<file path="src/rtl/game_pkg.sv">
// Shared types and helpers for the game-mode engine: digit codes, FSM states
// and the display-row assembly function.
package game_pkg;

    typedef logic [4:0] digit_t;

    localparam digit_t DIG_BLANK = 5'h1F;
    localparam digit_t DIG_DASH  = 5'h10;

    typedef enum logic [1:0] {
        IDLE,
        PLAY,
        WIN,
        LOSE
    } game_state_t;

    function automatic digit_t to_digit(input logic [3:0] value);
        return {1'b0, value};
    endfunction

    // Code shown at position pos (0 = leftmost) of an n-digit row laid out as
    // first, fill ... fill, last.
    function automatic digit_t pack_digits(input int pos, input int n,
                                           input digit_t first, input digit_t fill,
                                           input digit_t last);
        digit_t code;
        code = fill;
        if (pos == 0) begin
            code = first;
        end else if (pos == n - 1) begin
            code = last;
        end
        return code;
    endfunction

endpackage

</file>
<file path="src/rtl/game_round_if.sv">
// Pulse inputs from the debouncers and registered display/status outputs of
// the game engine, bundled as one port.
interface game_round_if #(
    parameter int NUM_DIGITS = 4
) ();

    logic                    enable;
    logic                    tick;
    logic                    hit;
    logic                    miss;
    logic [5*NUM_DIGITS-1:0] bits;
    logic [3:0]              score;
    logic [3:0]              lives_left;
    logic                    victory_flag;
    logic                    defeat_flag;

    modport master (
        output enable, tick, hit, miss,
        input  bits, score, lives_left, victory_flag, defeat_flag
    );

    modport slave (
        input  enable, tick, hit, miss,
        output bits, score, lives_left, victory_flag, defeat_flag
    );

endinterface

</file>
<file path="src/rtl/round_timer.sv">
// Round timeout counter and end-of-game blink divider, both driven by the
// shared time-base tick and restarted by a single clear.
module round_timer #(
    parameter int ROUND_TICKS = 8,
    parameter int BLINK_TICKS = 2
) (
    input  logic clk,
    input  logic reset,
    input  logic clear_i,
    input  logic tick_i,
    output logic timeout_o,
    output logic blink_phase_o
);

    localparam int RW = (ROUND_TICKS > 1) ? $clog2(ROUND_TICKS) : 1;
    localparam int BW = (BLINK_TICKS > 1) ? $clog2(BLINK_TICKS) : 1;
    localparam logic [RW-1:0] ROUND_LAST = RW'(ROUND_TICKS - 1);
    localparam logic [BW-1:0] BLINK_LAST = BW'(BLINK_TICKS - 1);

    logic [RW-1:0] round_cnt_q, round_cnt_d;
    logic [BW-1:0] blink_cnt_q, blink_cnt_d;
    logic          blink_phase_q, blink_phase_d;

    assign timeout_o = tick_i && (round_cnt_q == ROUND_LAST);

    always_comb begin
        round_cnt_d   = round_cnt_q;
        blink_cnt_d   = blink_cnt_q;
        blink_phase_d = blink_phase_q;
        if (clear_i) begin
            round_cnt_d   = '0;
            blink_cnt_d   = '0;
            blink_phase_d = 1'b0;
        end else if (tick_i) begin
            round_cnt_d = timeout_o ? '0 : round_cnt_q + 1'b1;
            if (blink_cnt_q == BLINK_LAST) begin
                blink_cnt_d   = '0;
                blink_phase_d = ~blink_phase_q;
            end else begin
                blink_cnt_d = blink_cnt_q + 1'b1;
            end
        end
    end

    // The phase is handed out as its next value so the display, which is
    // decoded from next-state values, flips on the same edge as the counter.
    assign blink_phase_o = blink_phase_d;

    // NOTE: state registers use non-blocking assignments so every flop samples
    // the pre-edge values regardless of process ordering.
    always_ff @(posedge clk) begin
        if (reset) begin
            round_cnt_q   <= '0;
            blink_cnt_q   <= '0;
            blink_phase_q <= 1'b0;
        end else begin
            round_cnt_q   <= round_cnt_d;
            blink_cnt_q   <= blink_cnt_d;
            blink_phase_q <= blink_phase_d;
        end
    end

endmodule

</file>
<file path="src/rtl/game_round.sv">
// Game-mode engine: counts hits toward TARGET, spends lives on misses and
// round timeouts, and drives the seven-segment digit word and end flags.
module game_round
    import game_pkg::*;
#(
    parameter int NUM_DIGITS  = 4,
    parameter int TARGET      = 7,
    parameter int LIVES       = 3,
    parameter int ROUND_TICKS = 8,
    parameter int BLINK_TICKS = 2
) (
    input  logic         clk,
    input  logic         reset,
    game_round_if.slave  bus
);

    localparam int         BITS_W       = 5 * NUM_DIGITS;
    localparam logic [3:0] TARGET_SCORE = 4'(TARGET);
    localparam logic [3:0] LIVES_INIT   = 4'(LIVES);

    game_state_t       state_q, state_d;
    logic [3:0]        score_q, score_d;
    logic [3:0]        lives_q, lives_d;
    logic [BITS_W-1:0] bits_q, bits_d;
    logic              victory_q, defeat_q;

    logic   timer_clear;
    logic   timeout;
    logic   blink_phase;
    digit_t first_dig, fill_dig, last_dig;

    round_timer #(
        .ROUND_TICKS (ROUND_TICKS),
        .BLINK_TICKS (BLINK_TICKS)
    ) u_round_timer (
        .clk           (clk),
        .reset         (reset),
        .clear_i       (timer_clear),
        .tick_i        (bus.tick),
        .timeout_o     (timeout),
        .blink_phase_o (blink_phase)
    );

    always_comb begin
        // NOTE: every variable written here gets a default first, so no path
        // through the case leaves it unassigned and infers a latch.
        state_d = state_q;
        score_d = score_q;
        lives_d = lives_q;
        unique case (state_q)
            IDLE: begin
                score_d = '0;
                lives_d = '0;
                if (bus.enable) begin
                    state_d = PLAY;
                    lives_d = LIVES_INIT;
                end
            end
            PLAY: begin
                // A hit masks any miss or timeout arriving in the same cycle.
                if (bus.hit) begin
                    if (score_q < TARGET_SCORE) begin
                        score_d = score_q + 4'd1;
                    end
                    if (score_d == TARGET_SCORE) begin
                        state_d = WIN;
                    end
                end else if (bus.miss || timeout) begin
                    if (lives_q != 4'd0) begin
                        lives_d = lives_q - 4'd1;
                    end
                    if (lives_d == 4'd0) begin
                        state_d = LOSE;
                    end
                end
            end
            default: begin
            end
        endcase
        if (!bus.enable) begin
            state_d = IDLE;
            score_d = '0;
            lives_d = '0;
        end
        // Any state change restarts both the round count and the blink phase.
        timer_clear = (state_d != state_q) || (state_q == PLAY && (bus.hit || bus.miss));
    end

    always_comb begin
        first_dig = DIG_BLANK;
        fill_dig  = DIG_DASH;
        last_dig  = DIG_BLANK;
        unique case (state_d)
            PLAY: begin
                first_dig = to_digit(score_d);
                last_dig  = to_digit(lives_d);
            end
            WIN: begin
                first_dig = blink_phase ? DIG_BLANK : to_digit(score_d);
                last_dig  = to_digit(lives_d);
            end
            LOSE: begin
                first_dig = blink_phase ? DIG_BLANK : DIG_DASH;
                fill_dig  = first_dig;
                last_dig  = first_dig;
            end
            default: begin
            end
        endcase
    end

    always_comb begin
        bits_d = '0;
        for (int i = 0; i < NUM_DIGITS; i++) begin
            bits_d[5*(NUM_DIGITS-1-i) +: 5] = pack_digits(i, NUM_DIGITS, first_dig, fill_dig, last_dig);
        end
    end

    always_ff @(posedge clk) begin
        if (reset) begin
            state_q   <= IDLE;
            score_q   <= '0;
            lives_q   <= '0;
            bits_q    <= {DIG_BLANK, {(NUM_DIGITS-2){DIG_DASH}}, DIG_BLANK};
            victory_q <= 1'b0;
            defeat_q  <= 1'b0;
        end else begin
            state_q   <= state_d;
            score_q   <= score_d;
            lives_q   <= lives_d;
            bits_q    <= bits_d;
            victory_q <= (state_d == WIN);
            defeat_q  <= (state_d == LOSE);
        end
    end

    assign bus.bits         = bits_q;
    assign bus.score        = score_q;
    assign bus.lives_left   = lives_q;
    assign bus.victory_flag = victory_q;
    assign bus.defeat_flag  = defeat_q;

endmodule
</file>
<file path="src/flat_wrapper.sv">
// flat-port wrapper written by rule: the top's interface ports become plain ports
module game_round_flat import game_pkg::*;
#(
    parameter int NUM_DIGITS  = 4,
    parameter int TARGET      = 7,
    parameter int LIVES       = 3,
    parameter int ROUND_TICKS = 8,
    parameter int BLINK_TICKS = 2
)
  (clk, reset, bus_enable, bus_tick, bus_hit, bus_miss, bus_bits, bus_score, bus_lives_left, bus_victory_flag, bus_defeat_flag);
  game_round_if #(.NUM_DIGITS(NUM_DIGITS)) bus_i ();
  input  logic clk;
  input  logic reset;
  input wire logic [$bits(bus_i.enable)-1:0] bus_enable;
  input wire logic [$bits(bus_i.tick)-1:0] bus_tick;
  input wire logic [$bits(bus_i.hit)-1:0] bus_hit;
  input wire logic [$bits(bus_i.miss)-1:0] bus_miss;
  output wire logic [$bits(bus_i.bits)-1:0] bus_bits;
  output wire logic [$bits(bus_i.score)-1:0] bus_score;
  output wire logic [$bits(bus_i.lives_left)-1:0] bus_lives_left;
  output wire logic [$bits(bus_i.victory_flag)-1:0] bus_victory_flag;
  output wire logic [$bits(bus_i.defeat_flag)-1:0] bus_defeat_flag;
  assign bus_i.enable = bus_enable;
  assign bus_i.tick = bus_tick;
  assign bus_i.hit = bus_hit;
  assign bus_i.miss = bus_miss;
  assign bus_bits = bus_i.bits;
  assign bus_score = bus_i.score;
  assign bus_lives_left = bus_i.lives_left;
  assign bus_victory_flag = bus_i.victory_flag;
  assign bus_defeat_flag = bus_i.defeat_flag;
  game_round #(.NUM_DIGITS(NUM_DIGITS), .TARGET(TARGET), .LIVES(LIVES), .ROUND_TICKS(ROUND_TICKS), .BLINK_TICKS(BLINK_TICKS)) u_core (.clk(clk), .reset(reset), .bus(bus_i));
endmodule
</file>
<file path="config.mk">
export PLATFORM = sky130hd
export DESIGN_NAME = game_round_flat
export DESIGN_NICKNAME = d
export VERILOG_FILES = /design/src/rtl/game_pkg.sv /design/src/rtl/game_round_if.sv /design/src/rtl/round_timer.sv /design/src/rtl/game_round.sv /design/src/flat_wrapper.sv
export SDC_FILE = /design/constraint.sdc
export NUM_CORES = 1
export LEC_CHECK = 0
export BUFFER_PORTS_ARGS = -buffer_cell sky130_fd_sc_hd__buf_2
export CORE_MARGIN = 4
export CORE_UTILIZATION = 30
export CTS_BUF_LIST = sky130_fd_sc_hd__clkbuf_16
export CTS_CLUSTER_SIZE = 12
export DETAILED_ROUTE_END_ITERATION = 10
export GPL_ROUTABILITY_DRIVEN = 0
export PLACE_DENSITY = 0.51
export SLEW_MARGIN = 0
export SYNTH_ARGS = -nofsm -noshare
export SYNTH_HDL_FRONTEND = slang
export SYNTH_SLANG_ARGS = --single-unit
</file>
<file path="constraint.sdc">
create_clock -name clk -period 6.7 [get_ports clk]
set_clock_uncertainty 0.15 [all_clocks]
set_input_delay 0 -clock clk [delete_from_list [all_inputs] [get_ports clk]]
set_output_delay 0 -clock clk [all_outputs]
set_load 0.02 [all_outputs]
</file>
==> impl_metrics.tcl, run 1 <==
set metrics [dict create \
    globalRouteTotalUtil 0.108 \
    clk_latency_ps 260 \
    maxCapViolCount 0 \
    cts_buffers 3 \
    hold_path_class "in2reg" \
    pwr_density_cell_mw_per_mm2 211 \
    finalHoldViolations 0 \
    rsz0062_at_grt "no" \
    post-route-util 0.373 \
    fin_crit_ps 2850 \
    syn-instance-count 161 \
    drc 0 \
    synthSimpleGateAreaFrac 0.256 \
    root_buffer "clkbuf_16" \
    avgViaCountPerCell 4.99 \
    synth-main-ff-cell "dfxtp_1" \
    cts_setup_buffers 0 \
    antenna_found_initial 0 \
    die_height_um 76.5 \
    hold_buffers 3 \
    die_w_um 76.5 \
    nets 203 \
    io_pins 36 \
    synth_warnings 0 \
    grt_pass1_vias 1145 \
    max_slew_margin 0.669 \
    clkTransAtPathRegs_ps 70 \
    synth_edf_count 0 \
    leakage_nw 0.682 \
    start_util 0.317 \
    min_period_over_period 0.425 \
    synth_compound_area_frac 0.158 \
    synth_mux_area_frac 0.0151 \
    die-area_mm2 0.00586 \
    wl_mm 3.11 \
    vias 1192 \
    worst_ir_drop_vdd_v 0.0000925 \
    whs_ps 117 \
    ant_nets 0 \
    grt-ovfl-total 0 \
    arrival_ps 2860 \
    crit_path_max_fanout 8 \
    required_ps 6710 \
    cp-end-kind "flop" \
    worst_slew_pin_slew_ps 492 \
    core_area_mm2 0.00444 \
    fin_setup_tns_ps 0 \
    drive_gt1_frac 0.241 \
    cts_sinks 28 \
    synthXorXnorAreaFrac 0.0124 \
    nFillCells 466 \
    slew_violations 0 \
    synth_top_family_by_area "simple AND/OR/NAND/NOR gates" \
    syn_avg_cell_area_um2 8.75 \
    dpl.hpwl_mm 2.46 \
    cts_max_path_buffers 2 \
    drtPass1Iterations 4 \
    dpl_cell_area_mm2 0.00155 \
    fp-row-count 24 \
    outcome "complete, no violations" \
    synthDistinctLibCells 50 \
    synthAdderAreaFrac 0.0710 \
    grt_max_degree 15 \
    stdcell_area_mm2 0.00166 \
    drt_iter0_drc 47 \
    max_freq_mhz 351 \
    async_flop_share 0 \
    antenna_cells 0 \
    wl_per_cell_um 13.0 \
    yosysSeqAreaShare 0.398 \
    startpoint_type "flop" \
    cts_max_level 1 \
    ctsResizeCount 0 \
    syn2layout_area_growth_pct 17.8 \
    criticalPathCategory "reg2reg" \
    grt_pass1_wl_mm 5.30 \
    synth-seq-cells 28 \
    setup_viol 0 \
    port_buffers 33 \
    cts_tree "yes" \
    synth_area_mm2 0.00141 \
]
-- report_power, final --
part | switching, mW | total, mW | internal [mW]
Clock | 0.0540 | 0.133 | 0.0792
Sequential | 0.00346 | 0.175 | 0.172
Combinational | 0.0254 | 0.0408 | 0.0154
-- flip-flops by register name (all words and copies together), names as in the netlist --
signal and cells:
u_core.u_round_timer.blink_cnt_q 1, u_core.state_q 2, u_core.bus.bits 11, u_core.bus.score 4
u_core.bus.defeat_flag 1, u_core.bus.victory_flag 1, u_core.u_round_timer.blink_phase_q 1, u_core.bus.lives_left 4
u_core.u_round_timer.round_cnt_q 3
-- final timing paths --
kind / end / slack (ps) / startpoint / cells past startpoint
worst min-delay path: u_core.bus.lives_left[2] / 120 / bus_hit / 5
worst min register to register: u_core.u_round_timer.blink_cnt_q / 380 / u_core.u_round_timer.blink_cnt_q / 2
worst max register to register: u_core.bus.bits[16] / 3850 / u_core.bus.score[0] / 10
worst max-delay path: u_core.bus.bits[16] / 3850 / u_core.bus.score[0] / 10
-- routing by layer --
metal,global-route usage,vias up,share of wire
li1,-,621,-
met1,0.147,545,0.49
met2,0.169,22,0.45
met3,0.0296,4,0.045
met4,0.0272,0,0.0093
met5,0,-,0
-- through the flow --
stage	cells	total power [mW]	setup WS (ps)
after floorplan	162	0.208	4010
after global placement	233	0.218	3950
after detailed placement	233	0.219	3900
after CTS	239	0.353	3880
after global routing	239	0.364	3650
final	239	0.349	3850
-- worst max-delay path: stages (launching register included) --
cell and delay [ps]:
dfxtp_1 370, ha_1 320, or3b_1 340, a21boi_0 230, o21ai_0 170, a21o_1 230, inv_2 70, ha_1 130
inv_1 70, o41a_2 560, o311ai_1 100
-- synthesized netlist by cell type, types with 3 or more instances --
cell | number | area (µm²)
o21ai_0 | 4 | 20.0
inv_2 | 3 | 11.3
nor2b_1 | 6 | 37.5
nand2_1 | 7 | 26.3
ha_1 | 8 | 100
inv_1 | 6 | 22.5
buf_4 | 9 | 67.6
nand3_1 | 8 | 40.0
a31oi_1 | 4 | 25.0
a21oi_1 | 5 | 25.0
nor2_1 | 18 | 67.6
clkbuf_1 | 3 | 11.3
o21ai_1 | 5 | 25.0
dfxtp_1 | 28 | 561
nor3_1 | 5 | 25.0
-- layout by cell type (no fill, tap or decap), drive strengths merged, types with 2 or more instances in the layout --
cell         instances
a21oi                6
a31oi                4
buf                 33
clkbuf               3
conb                 2
dfxtp               28
dlygate4sd3          3
ha                   8
inv                  9
nand2                7
nand2b               2
nand3                8
nor2                18
nor2b                6
nor3                 5
nor3b                2
nor4b                2
o21ai                9
o221ai               2
o311ai               2
or2                  2
or3b                 2
or4b                 2
-- cells by family (layout without fill, tap and decap cells) --
logic type,after synthesis,in the layout
and+or+nand+nor,64,64
AOI/OAI and AO/OA,33,33
adders and majority gates,8,8
xor gates and xnor gates,2,2
muxes,2,2
other,1,2
DFF,28,28
buffers and inverters,23,48
-- area by class of cell --
class,count,area (µm²),share of cell area
clock buffer,3,75.1,0.0452
inverter,9,33.8,0.0204
multi-input combinational,111,729,0.440
sequential,28,561,0.338
tap,52,65.1,0.0392
timing repair buffer,36,195,0.118
(Power assumes the default switching activity.)
==> run 2, diff against run 1 <==
- PLACE_DENSITY: 0.51 -> 0.53
- clock period: 6.7 -> 2.55 ns (I/O delays scaled with it)
==> impl_metrics.tcl, run 2 (synthesized netlist as in run 1, its figures left out) <==
set metrics [dict create \
    outcome "complete, but fails checks" \
    violations "negative setup slack" \
    start_util 0.317 \
    maxCapViolCount 0 \
    worst_slack_ps -5.21 \
    critPathMaxStageDelay_ps 500 \
    reg2reg_setup_slack_ps -5 \
    ff2ff_path_depth 9 \
    cts_tree "yes" \
    slew_violations 0 \
    hold_path_class "in2reg" \
    worst_slew_pin_slew_ps 550 \
    clkTransAtPathRegs_ps 70 \
    rsz0062_at_grt "yes" \
    final_common_cell "buf_2" \
    cts_sinks 28 \
    r2r_end "u_core.bus.bits[16]" \
    ant_nets 0 \
    clk_latency_ps 260 \
    crit_chain "ha_4 > or3b_4 > a21boi_2 > o21ai_2 > a21o_1 > inv_2 > ha_2 > or4b_4 > o311ai_2" \
    holdPathStages 4 \
    wl_mm 3.30 \
    grt-ovfl-total 0 \
    core_area_mm2 0.00444 \
    max_slew_margin 0.629 \
    io_pins 36 \
    antenna_cells 0 \
    seqCellArea_um2 566 \
    max_freq_mhz 391 \
    startpoint_type "flop" \
    setup_viol 1 \
    drive_gt1_frac 0.376 \
    drtPass1Iterations 4 \
    drc 0 \
    fin_setup_tns_ps -5.21 \
    root_buffer "clkbuf_16" \
    nFillCells 464 \
    grt_pass1_wl_mm 5.50 \
    final_cell_mix "33 x buf_2, 24 x dfxtp_1, 17 x nor2_1, 14 x buf_4, 8 x nand3_1" \
    crit_path_max_fanout 5 \
    vias 1217 \
    nets 217 \
    whs_endpoint "u_core.state_q[1]" \
    leakage_nw 0.770 \
    finalHoldViolations 0 \
    multi_input_area_um2 805 \
    fp-row-count 24 \
    post-route-util 0.422 \
    grt_pass1_vias 1132 \
    dpl.hpwl_mm 2.48 \
    cts_max_path_buffers 2 \
    min_from "bus_hit" \
    avgViaCountPerCell 4.79 \
    antenna_found_initial 0 \
    die_height_um 76.5 \
    pwr_density_cell_mw_per_mm2 557 \
    grt_max_degree 17 \
    r2r-start "u_core.bus.score[1]" \
    cp-end-kind "flop" \
    globalRouteTotalUtil 0.114 \
    worst_ir_drop_vdd_v 0.000197 \
    stdcell_area_mm2 0.00187 \
    required_ps 2570 \
    drt_iter0_drc 39 \
    die-area_mm2 0.00586 \
    port_buffers 33 \
    arrival_ps 2570 \
    dpl_cell_area_mm2 0.00167 \
    criticalPathCategory "reg2reg" \
    die_w_um 76.5 \
    fin_crit_ps 2560 \
    wl_per_cell_um 13.0 \
    min_period_over_period 1.00 \
    largest_reg_flops 11 \
    cts_buffers 3 \
    syn2layout_area_growth_pct 33.0 \
    cp_slowest_cell "or4b_4" \
    cts_max_level 1 \
]
==> run 2: cell types whose count changed in the layout (fill, tap and decap cells not counted), sizes merged <==
cell    change
bufinv      +1
buf        +14
==> run 2: what timing repair did <==
item                       CTS  global route
gates cloned                 0             0
resized for setup            1            13
hold endpoints to repair    15             0
buffers inserted             0             1
pin swaps                    1             7
hold buffers                 3             0
setup endpoints to repair    8             9
==> run 2: final cells by class <==
cell class | count | share of cell area
Sequential cell | 28 | 0.302
Multi-Input combinational cell | 111 | 0.429
Timing Repair Buffer | 50 | 0.160
Clock buffer | 3 | 0.0401
Tap cell | 52 | 0.0347
Clock inverter | 1 | 0.0160
Inverter | 9 | 0.0180
==> run 2: report_power, final <==
| group | total, mW | internal (mW) | switching (mW) |
|---|---|---|---|
| Clock | 0.461 | 0.312 | 0.148 |
| Sequential | 0.459 | 0.452 | 0.00727 |
| Combinational | 0.124 | 0.0501 | 0.0735 |
==> run 2: metal layers <==
| layer | track usage | wire length [µm] | part of all wire | vias to the layer above |
|---|---|---|---|---|
| met1 | 0.158 | 1600 | 0.49 | 549 |
| met2 | 0.170 | 1530 | 0.46 | 19 |
| met4 | 0.0326 | 27 | 0.0082 | 0 |
| met5 | 0 | 0 | 0 | - |
| li1 | - | - | - | 647 |
| met3 | 0.0343 | 146 | 0.044 | 2 |
==> run 2: stage by stage <==
step	setup WS, ps	total power, mW	std cells	hold WS (ps)
detailed placement	-8.89	0.585	246	130
global route	-87.1	1.10	254	187
finish	-5.21	1.04	254	186
global placement	38.2	0.586	246	137
floorplan	10.7	0.549	162	16.5
CTS	5.01	1.06	253	157
==> run 2: worst max path at each step <==
| stage | from | endpoint | slack [ps] | cells after the start |
|---|---|---|---|---|
| after floorplan | u_core.bus.lives_left[0] | u_core.bus.bits[16] | 10 | 11 |
| after global placement | u_core.bus.score[0] | u_core.bus.bits[15] | 40 | 10 |
| after detailed placement | u_core.bus.score[0] | u_core.bus.bits[15] | -9 | 10 |
| after CTS | u_core.bus.lives_left[0] | u_core.bus.bits[15] | 5 | 11 |
| after global routing | u_core.bus.score[1] | u_core.bus.bits[16] | -90 | 9 |
| final | u_core.bus.score[1] | u_core.bus.bits[16] | -5 | 9 |
==> run 2: worst max-delay path, delay by kind of cell, from the launching register on <==
kind,cells,cell delay (ps)
AO/OA/AOI/OAI,4,580
adder cells (fa/ha/maj),2,440
buffers and inverters,1,80
flip-flops,1,340
AND/OR/NAND/NOR,2,870
==> run 3, diff against run 2 <==
- ABC_AREA: unset -> 0
- CORE_UTILIZATION: 30 -> 47
- PLACE_DENSITY: 0.53 -> 0.76
- RECOVER_POWER: unset -> 100
==> impl_metrics.tcl, run 3 (synthesized netlist as in run 1, its figures left out) <==
set metrics [dict create \
    outcome "complete, but fails checks" \
    violations "negative setup slack" \
    post-route-util 0.654 \
    holdPathStages 4 \
    globalRouteTotalUtil 0.166 \
    final_common_cell "clkbuf_1" \
    grt_pass1_wl_mm 5.38 \
    drc 0 \
    setup_viol 8 \
    final_cell_count_no_fill 231 \
    cts_sinks 28 \
    multi_input_area_um2 842 \
    hold_path_class "in2reg" \
    root_buffer "clkbuf_16" \
    ff2ff_path_depth 10 \
    grt_max_degree 17 \
    max_freq_mhz 381 \
    r2r-start "u_core.bus.score[1]" \
    avgViaCountPerCell 5.62 \
    die_w_um 62.8 \
    pwr_density_cell_mw_per_mm2 570 \
    total_power_mw 1.05 \
    wl_mm 3.37 \
    cp_slowest_cell "o41a_4" \
    io_pins 36 \
    arrival_ps 2630 \
    die-area_mm2 0.00394 \
    nFillCells 237 \
    antenna_cells 0 \
    cts_max_level 1 \
    min_from "bus_hit" \
    antenna_found_initial 0 \
    required_ps 2560 \
    rsz0062_at_grt "yes" \
    grt-ovfl-total 0 \
    place_inst 222 \
    worst_slew_pin_slew_ps 562 \
    critPathTopFamily "compound AO/OA/AOI/OAI gates" \
    critPathMaxStageDelay_ps 510 \
    min_period_over_period 1.03 \
    dpl.hpwl_mm 2.41 \
    drive_gt1_frac 0.260 \
    die_height_um 62.8 \
    wl_per_cell_um 14.6 \
    path_buf_inv 2 \
    port_buffers 33 \
    vias 1298 \
    grt_pass1_vias 1243 \
    r2r_end "u_core.bus.bits[16]" \
    final_cell_mix "28 x clkbuf_1, 24 x dfxtp_1, 16 x nor2_1, 12 x buf_4" \
    cp-end-kind "flop" \
    leakage_nw 0.674 \
    worst_slack_ps -72.0 \
    stdcell_area_mm2 0.00184 \
    drtPass1Iterations 4 \
    seqCellArea_um2 566 \
    crit_chain "ha_4 > or3b_4 > a21boi_2 > o21ai_2 > a21o_1 > inv_2 > ha_4 > inv_2 > o41a_4 > o311ai_1" \
    fin_setup_tns_ps -334 \
    startpoint_type "flop" \
    cts_max_path_buffers 2 \
    fin_crit_ps 2620 \
    syn2layout_area_growth_pct 30.3 \
    dpl_cell_area_mm2 0.00162 \
    maxCapViolCount 0 \
    ant_nets 0 \
    finalHoldViolations 0 \
    clk_latency_ps 260 \
    worst_ir_drop_vdd_v 0.000288 \
    cts_tree "yes" \
    largest_reg_flops 11 \
    core_area_mm2 0.00281 \
    reg2reg_setup_slack_ps -70 \
    whs_endpoint "u_core.state_q[1]" \
    fp-row-count 19 \
    crit_path_max_fanout 8 \
    criticalPathCategory "reg2reg" \
    clkTransAtPathRegs_ps 70 \
    start_util 0.502 \
    drt_iter0_drc 70 \
    cts_buffers 3 \
    slew_violations 0 \
    nets 215 \
    max_slew_margin 0.621 \
]
run 3: cell types whose count changed in the layout (fill, tap and decap cells not counted), moves of 2 or more:
cell,before,now
nand3_2,0,3
clkbuf_1,0,28
buf_2,33,5
nand3_1,8,5
buf_4,14,12
ha_4,2,4
run 3: how the worst max path moves through the flow:
stage | from | endpoint | slack (ps) | cells after the start
after floorplan | u_core.bus.lives_left[0] | u_core.bus.bits[16] | 10 | 11
after global placement | u_core.bus.score[0] | u_core.bus.bits[16] | 20 | 10
after detailed placement | u_core.bus.score[0] | u_core.bus.bits[16] | -20 | 10
after CTS | u_core.bus.lives_left[0] | u_core.bus.bits[16] | -3 | 11
after global routing | u_core.u_round_timer.round_cnt_q[0] | u_core.bus.bits[16] | -170 | 11
final | u_core.bus.score[1] | u_core.bus.bits[16] | -70 | 10
run 3: repair_timing:
action / in CTS / in global routing
resized for setup: 5 / 17
hold buffers: 3 / 0
setup buffers: 1 / 1
pin swaps: 2 / 5
setup endpoints to repair: 8 / 11
endpoints found under the hold margin: 14 / 0
run 3: cell type report:
cell class,count,area share
inverters,9,0.0184
clock buffers,3,0.0409
well taps,31,0.0211
flip-flops and latches,28,0.308
multi-input cells,111,0.459
clock inverters,1,0.0164
repair buffers,48,0.136
run 3: power by group:
part | leakage [nW] | switching (mW) | internal, mW
Sequential | 0.231 | 0.00773 | 0.452
Clock | 0.0511 | 0.146 | 0.312
Combinational | 0.392 | 0.0780 | 0.0499
run 3: through the flow:
| step | worst slack [ps] | hold WS (ps) |
|---|---|---|
| after CTS | -2.68 | 130 |
| after detailed placement | -15.6 | 134 |
| after floorplan | 10.7 | 16.5 |
| final | -72.0 | 137 |
| after global placement | 17.6 | 130 |
| after global routing | -174 | 162 |
run 3: worst min-delay path, stage by stage:
cell and delay (ps):
buf_2 150, nor2b_1 200, o21ai_2 90, a211oi_1 60
run 3: layer usage:
metal	global-route usage	wire, µm
met5	0	0
met4	0.0716	48
met3	0.0306	182
met2	0.306	1760
met1	0.183	1380
